`config.mk`:
```
export PLATFORM = sky130hd
export DESIGN_NAME = data_sram_arbiter_flat
export DESIGN_NICKNAME = d
export VERILOG_FILES = /design/src/rtl/data_sram_arbiter_if.sv /design/src/rtl/data_sram_arbiter.sv /design/src/flat_wrapper.sv
export SDC_FILE = /design/constraint.sdc
export NUM_CORES = 1
export LEC_CHECK = 0
export BUFFER_PORTS_ARGS = -buffer_cell sky130_fd_sc_hd__buf_2
export CAP_MARGIN = 40
export CORE_MARGIN = 4
export CORE_UTILIZATION = 36
export DETAILED_ROUTE_END_ITERATION = 12
export PLACE_DENSITY = 0.79
export SLEW_MARGIN = 20
export SYNTH_ARGS = -nofsm -noshare
export SYNTH_HDL_FRONTEND = slang
export SYNTH_SLANG_ARGS = --single-unit
```
`constraint.sdc`:
```
create_clock -name clk -period 1.24 [get_ports clk]
set_clock_uncertainty 0.1 [all_clocks]
set_input_delay 0.062 -clock clk [delete_from_list [all_inputs] [get_ports clk]]
set_output_delay 0.062 -clock clk [all_outputs]
set_load 0.005 [all_outputs]
```
`src/rtl/data_sram_arbiter_if.sv`:
```
// Data SRAM sharing bus: two requesters (pipeline load/store and debug/DMA)
// on one side, the single-port data SRAM on the other.
// data_sram_rdata is not routed through the arbiter: both requesters read it
// directly and qualify it with their own rvalid.
interface data_sram_arbiter_if #(
  parameter int AW = 32,
  parameter int DW = 32
);
  // CPU (pipeline) side
  logic              cpu_req;
  logic [DW/8-1:0]   cpu_wen;
  logic [AW-1:0]     cpu_addr;
  logic [DW-1:0]     cpu_wdata;
  logic              cpu_gnt;
  logic              cpu_rvalid;
  logic              stallreq_mem;

  // Secondary (debug/DMA) side
  logic              dbg_req;
  logic [DW/8-1:0]   dbg_wen;
  logic [AW-1:0]     dbg_addr;
  logic [DW-1:0]     dbg_wdata;
  logic              dbg_gnt;
  logic              dbg_rvalid;

  // SRAM side
  logic              data_sram_en;
  logic [DW/8-1:0]   data_sram_wen;
  logic [AW-1:0]     data_sram_addr;
  logic [DW-1:0]     data_sram_wdata;
  logic [DW-1:0]     data_sram_rdata;

  // Arbiter view
  modport slave (
    input  cpu_req, cpu_wen, cpu_addr, cpu_wdata,
    output cpu_gnt, cpu_rvalid, stallreq_mem,
    input  dbg_req, dbg_wen, dbg_addr, dbg_wdata,
    output dbg_gnt, dbg_rvalid,
    output data_sram_en, data_sram_wen, data_sram_addr, data_sram_wdata
  );

  // Requester/SRAM environment view
  modport master (
    output cpu_req, cpu_wen, cpu_addr, cpu_wdata,
    input  cpu_gnt, cpu_rvalid, stallreq_mem,
    output dbg_req, dbg_wen, dbg_addr, dbg_wdata,
    input  dbg_gnt, dbg_rvalid,
    input  data_sram_en, data_sram_wen, data_sram_addr, data_sram_wdata,
    output data_sram_rdata
  );
endinterface

```
`src/rtl/data_sram_arbiter.sv`:
```
// Data SRAM port arbiter: fixed CPU priority with a bounded-starvation
// counter for the debug/DMA side, a registered read-return owner, and a
// combinational stall request for the pipeline when the CPU is denied.
module data_sram_arbiter #(
  parameter int AW       = 32,
  parameter int DW       = 32,
  parameter int MAX_WAIT = 4
) (
  input  logic              clk,
  input  logic              rst,
  data_sram_arbiter_if.slave bus
);

  // Counter must be at least one bit wide even when MAX_WAIT is 0.
  localparam int            CW      = (MAX_WAIT > 0) ? $clog2(MAX_WAIT + 1) : 1;
  localparam logic [CW-1:0] MAX_CNT = CW'(MAX_WAIT);

  typedef enum logic [1:0] {
    IDLE,
    RD_CPU,
    RD_DBG
  } state_t;

  state_t          r_state;
  state_t          w_next_state;
  logic [CW-1:0]   r_wait_cnt;
  logic [CW-1:0]   w_wait_cnt_next;
  logic            w_dbg_wins;
  logic            w_cpu_gnt;
  logic            w_dbg_gnt;
  logic            w_sram_en;
  logic [DW/8-1:0] w_sram_wen;
  logic [AW-1:0]   w_sram_addr;
  logic [DW-1:0]   w_sram_wdata;

  // Grant decision: dbg wins alone or once it has waited MAX_WAIT cycles.
  always_comb begin
    w_dbg_wins = bus.dbg_req && (!bus.cpu_req || (r_wait_cnt == MAX_CNT));
    w_dbg_gnt  = !rst && w_dbg_wins;
    w_cpu_gnt  = !rst && bus.cpu_req && !w_dbg_wins;
  end

  // SRAM request mux: copy the winner, otherwise drive an idle, all-zero request.
  always_comb begin
    // NOTE: every output of a combinational block gets a default first so no
    // path leaves it unassigned, which would otherwise infer a latch.
    w_sram_en    = 1'b0;
    w_sram_wen   = '0;
    w_sram_addr  = '0;
    w_sram_wdata = '0;
    if (w_cpu_gnt) begin
      w_sram_en    = 1'b1;
      w_sram_wen   = bus.cpu_wen;
      w_sram_addr  = bus.cpu_addr;
      w_sram_wdata = bus.cpu_wdata;
    end else if (w_dbg_gnt) begin
      w_sram_en    = 1'b1;
      w_sram_wen   = bus.dbg_wen;
      w_sram_addr  = bus.dbg_addr;
      w_sram_wdata = bus.dbg_wdata;
    end
  end

  // Starvation counter: clears when dbg is served or idle, saturates at MAX_WAIT.
  always_comb begin
    w_wait_cnt_next = r_wait_cnt;
    if (!bus.dbg_req || w_dbg_gnt) begin
      w_wait_cnt_next = '0;
    end else if (r_wait_cnt != MAX_CNT) begin
      w_wait_cnt_next = r_wait_cnt + CW'(1);
    end
  end

  // Read-return owner: records who issued a read this cycle; writes leave it idle.
  always_comb begin
    w_next_state = IDLE;
    if (w_cpu_gnt && (bus.cpu_wen == '0)) begin
      w_next_state = RD_CPU;
    end else if (w_dbg_gnt && (bus.dbg_wen == '0)) begin
      w_next_state = RD_DBG;
    end
  end

  // State registers with synchronous reset; a read in flight at reset is dropped.
  always_ff @(posedge clk) begin
    // NOTE: sequential state uses non-blocking assignments so every register
    // samples the pre-edge values, independent of statement order.
    if (rst) begin
      r_state    <= IDLE;
      r_wait_cnt <= '0;
    end else begin
      r_state    <= w_next_state;
      r_wait_cnt <= w_wait_cnt_next;
    end
  end

  assign bus.cpu_gnt         = w_cpu_gnt;
  assign bus.dbg_gnt         = w_dbg_gnt;
  assign bus.cpu_rvalid      = !rst && (r_state == RD_CPU);
  assign bus.dbg_rvalid      = !rst && (r_state == RD_DBG);
  assign bus.stallreq_mem    = bus.cpu_req && !w_cpu_gnt;
  assign bus.data_sram_en    = w_sram_en;
  assign bus.data_sram_wen   = w_sram_wen;
  assign bus.data_sram_addr  = w_sram_addr;
  assign bus.data_sram_wdata = w_sram_wdata;

endmodule

```
`src/flat_wrapper.sv`:
```
// flat-port wrapper written by rule: the top's interface ports become plain ports
module data_sram_arbiter_flat 
#(
  parameter int AW       = 32,
  parameter int DW       = 32,
  parameter int MAX_WAIT = 4
)
  (clk, rst, bus_cpu_req, bus_cpu_wen, bus_cpu_addr, bus_cpu_wdata, bus_cpu_gnt, bus_cpu_rvalid, bus_stallreq_mem, bus_dbg_req, bus_dbg_wen, bus_dbg_addr, bus_dbg_wdata, bus_dbg_gnt, bus_dbg_rvalid, bus_data_sram_en, bus_data_sram_wen, bus_data_sram_addr, bus_data_sram_wdata);
  data_sram_arbiter_if #(.AW(AW), .DW(DW)) bus_i ();
  input  logic clk;
  input  logic rst;
  input wire logic [$bits(bus_i.cpu_req)-1:0] bus_cpu_req;
  input wire logic [$bits(bus_i.cpu_wen)-1:0] bus_cpu_wen;
  input wire logic [$bits(bus_i.cpu_addr)-1:0] bus_cpu_addr;
  input wire logic [$bits(bus_i.cpu_wdata)-1:0] bus_cpu_wdata;
  output wire logic [$bits(bus_i.cpu_gnt)-1:0] bus_cpu_gnt;
  output wire logic [$bits(bus_i.cpu_rvalid)-1:0] bus_cpu_rvalid;
  output wire logic [$bits(bus_i.stallreq_mem)-1:0] bus_stallreq_mem;
  input wire logic [$bits(bus_i.dbg_req)-1:0] bus_dbg_req;
  input wire logic [$bits(bus_i.dbg_wen)-1:0] bus_dbg_wen;
  input wire logic [$bits(bus_i.dbg_addr)-1:0] bus_dbg_addr;
  input wire logic [$bits(bus_i.dbg_wdata)-1:0] bus_dbg_wdata;
  output wire logic [$bits(bus_i.dbg_gnt)-1:0] bus_dbg_gnt;
  output wire logic [$bits(bus_i.dbg_rvalid)-1:0] bus_dbg_rvalid;
  output wire logic [$bits(bus_i.data_sram_en)-1:0] bus_data_sram_en;
  output wire logic [$bits(bus_i.data_sram_wen)-1:0] bus_data_sram_wen;
  output wire logic [$bits(bus_i.data_sram_addr)-1:0] bus_data_sram_addr;
  output wire logic [$bits(bus_i.data_sram_wdata)-1:0] bus_data_sram_wdata;
  assign bus_i.cpu_req = bus_cpu_req;
  assign bus_i.cpu_wen = bus_cpu_wen;
  assign bus_i.cpu_addr = bus_cpu_addr;
  assign bus_i.cpu_wdata = bus_cpu_wdata;
  assign bus_cpu_gnt = bus_i.cpu_gnt;
  assign bus_cpu_rvalid = bus_i.cpu_rvalid;
  assign bus_stallreq_mem = bus_i.stallreq_mem;
  assign bus_i.dbg_req = bus_dbg_req;
  assign bus_i.dbg_wen = bus_dbg_wen;
  assign bus_i.dbg_addr = bus_dbg_addr;
  assign bus_i.dbg_wdata = bus_dbg_wdata;
  assign bus_dbg_gnt = bus_i.dbg_gnt;
  assign bus_dbg_rvalid = bus_i.dbg_rvalid;
  assign bus_data_sram_en = bus_i.data_sram_en;
  assign bus_data_sram_wen = bus_i.data_sram_wen;
  assign bus_data_sram_addr = bus_i.data_sram_addr;
  assign bus_data_sram_wdata = bus_i.data_sram_wdata;
  data_sram_arbiter #(.AW(AW), .DW(DW), .MAX_WAIT(MAX_WAIT)) u_core (.clk(clk), .rst(rst), .bus(bus_i));
endmodule
```
==> out/results.tsv <==
stage	metric	value	unit
grt	grt_max_degree	80	
power	vdd_drop_max	0.0003451	V
timing	slew_headroom	72.27	%
critical_path	reg2reg_to	u_core.r_state[1]$_SDFF_PP0_	
critical_path	worstPathRequired	1080	ps
critical_path	critPathBufInv	3	
cells_and_area	layout-drive-gt1-share	66.38	%
grt	antenna_found_initial	0	
routing	route.met3.wl	723	um
min_path	min_from	bus_cpu_wen[2]	
placement	placed_cell_area	3532	sq um
critical_path	path_cells	inv_2 -> ha_4 -> and3_4 -> buf_12 -> o22ai_2 -> buf_2	
routing	via_count	3064	
routing	drtIter0Drc	108	
routing	drt_wl_total	9020	um
cells_and_area	antenna_cells	0	
synthesis	syn_nets	423	
clock_tree	cts_buffers	3	
grt	grt_pass1_vias	2837	
critical_path	slowest_stage	dfxtp_2	
synthesis	yosys_warnings	0	
die	die-area	8368	sq um
power	power.leakage	0.001733	uW
min_path	hold_depth	3	
critical_path	rr_worst_depth	7	
flow_run	maxCapViolations	0	
synthesis	netlist_instances	281	
grt	groute.usage.overall	18.51	%
critical_path	r2r_slack	-230	ps
min_path	hold_class	in -> reg	
critical_path	crit_path_max_fanout	34	
critical_path	critPathTopFamily	buffers and inverters	
synthesis	ys_seq_area_share	3.990	%
routing	wl_per_cell	15.85	um
routing	met2_length	4671	um
die	row_count	30	
critical_path	critPathKind	reg -> out	
timing	rsz0062_at_grt	yes	
placement	io_buffers	213	
clock_tree	cts_tree	done	
timing	finalSetupViolCount	75	
clock_tree	clock_sinks	5	
timing	worst_slew_pin_slew	415.9	ps
synthesis	synth_area	2509	sq um
synthesis	avgSynthCellArea	8.928	sq um
synthesis	ys_seq_elements	5	
min_path	holdPathEnd	u_core.r_state[0]$_SDFF_PP0_	
die	die-height	91.48	um
routing	route.detailed.drc	0	
outcome	failed_checks	negative setup slack	
clock_tree	htreeDepth	1	
critical_path	end_kind	primary output	
synthesis	ys_types	23	
die	ios	214	
clock_tree	clock_path_buffers	2	
routing	topRoutingLayerUsed	met4	
outcome	outcome	finished with violations	
die	core-area	6794	sq um
die	die_width	91.48	um
timing	hold_viol_final	0	
routing	wl_met1	3525	um
timing	tns	-28170	ps
timing	holdWs	36.83	ps
die	initial_utilization	36.92	%
grt	grt_pass1_wl	13310	um
placement	dp_hpwl	6342	um
timing	post-route-min-period	1657	ps
timing	timing.final.crit_share	133.6	%
timing	worst_slack	-416.6	ps
critical_path	start_kind	flip-flop	
routing	dr.pass1.iters	7	
routing	ant_nets	0	
timing	drv_slew	0	
grt	overflow	0	
cells_and_area	nets	616	
timing	max_freq	603.6	MHz
clock_tree	clk_latency	220	ps
cells_and_area	finalInstanceArea	3777	sq um
routing	vias_per_cell	5.385	
placement	place_congestion	0.7550	
critical_path	arrival	1490	ps
power	power_density	398.9	nW/um^2
clock_tree	root_buffer	clkbuf_8	
cells_and_area	syn_to_final_growth	50.57	%
critical_path	r2r-start	u_core.r_wait_cnt[1]$_SDFFE_PP0N_	
clock_tree	path_clk_slew	30	ps
critical_path	cp_slowest_stage_delay	310	ps
power	p_total	1507	uW
-- worst max-delay path by stage --
stage	from	to	slack, ps	cells past startpoint
floorplan	u_core.r_wait_cnt[0]$_SDFFE_PP0N_	bus_data_sram_addr[0]	-30	6
global placement	u_core.r_wait_cnt[1]$_SDFFE_PP0N_	bus_data_sram_wdata[8]	-200	6
detailed placement	u_core.r_wait_cnt[0]$_SDFFE_PP0N_	bus_data_sram_wdata[8]	-210	6
CTS	u_core.r_wait_cnt[1]$_SDFFE_PP0N_	bus_data_sram_wen[2]	-430	6
global route	u_core.r_wait_cnt[1]$_SDFFE_PP0N_	bus_data_sram_addr[5]	-470	6
finish	u_core.r_wait_cnt[1]$_SDFFE_PP0N_	bus_data_sram_addr[19]	-420	6
-- flip-flops by register name, summed over array words and instances, names as in the netlist --
register,flops
u_core.r_wait_cnt,3
u_core.r_state,2
-- where the power goes --
group / switching, uW / internal [uW] / total, uW
Sequential: 1.27 / 164 / 166
Combinational: 456 / 584 / 1040
Clock: 80.9 / 221 / 302
-- synthesized netlist by cell type --
library cell	number	area (sq um)
inv_1	2	7.510
and3_1	3	18.77
dlygate4sd1_1	5	43.79
dfxtp_1	5	100.1
o211a_1	1	10.01
ha_1	2	25.02
clkbuf_1	12	45.04
o21a_1	1	7.510
nor2_1	4	15.01
buf_4	3	22.52
nand2b_1	2	12.51
buf_2	11	55.05
nor4_2	1	12.51
o22ai_2	68	850.8
and2b_1	1	7.510
or4_1	2	15.01
buf_12	1	20.02
nor2b_1	1	6.260
nor3b_1	3	22.52
a21boi_2	1	11.26
buf_6	15	168.9
nor3_2	1	10.01
nand3b_1	136	1021
-- routing by layer --
metal  global-route usage, %  vias up
li1                        -     1468
met5                       0        -
met1                   22.06     1439
met4                   2.136        0
met3                   3.397        8
met2                   34.94      149
-- through the flow --
| stage | utilization [%] | setup slack, ps | instances |
|---|---|---|---|
| global route | 55.60 | -467.9 | 569 |
| floorplan | - | -33.13 | 281 |
| global placement | 51.99 | -196.7 | 555 |
| finish | 55.60 | -416.6 | 569 |
| detailed placement | 51.99 | -206.8 | 555 |
| CTS | 54.48 | -425.4 | 565 |
-- final cells by class --
type                    instances  area, sq um
flip-flops and latches          5        102.6
inverters                       2        7.507
well taps                      96        120.1
repair buffers                235         1415
multi-input cells             227         2087
clock buffers                   4        45.04
fillers                       633         3017
-- timing repair --
item                                   CTS  global route
setup buffers                            3             1
hold buffers                             1             0
endpoints found under the hold margin    1             0
setup endpoints to repair               75            75
pin swaps                                2             3
cloned                                   2             3
resized for setup                        5             2
-- cell families (layout without fill, tap and decap cells) --
family | Yosys count | in the layout | synth area share, %
adders and majority gates | 2 | 2 | 0.9973
DFF | 5 | 5 | 3.990
and+or+nand+nor | 154 | 154 | 45.49
AOI/OAI and AO/OA | 71 | 71 | 35.06
buffers and inverters | 49 | 241 | 14.46
-- worst min-delay path, cell delays in order --
cell    delay [ps]
buf_2           90
or4_1          120
nor3_2          40
-- layout by cell type (no fill, tap or decap), types with 3 or more instances in the layout --
cell type	count
buf_2	213
clkbuf_8	3
buf_16	3
buf_12	6
nand3b_1	136
nor2_1	4
o22ai_2	67
dfxtp_1	3
nor3b_1	3
buf_4	8
(Power assumes the default switching activity.)
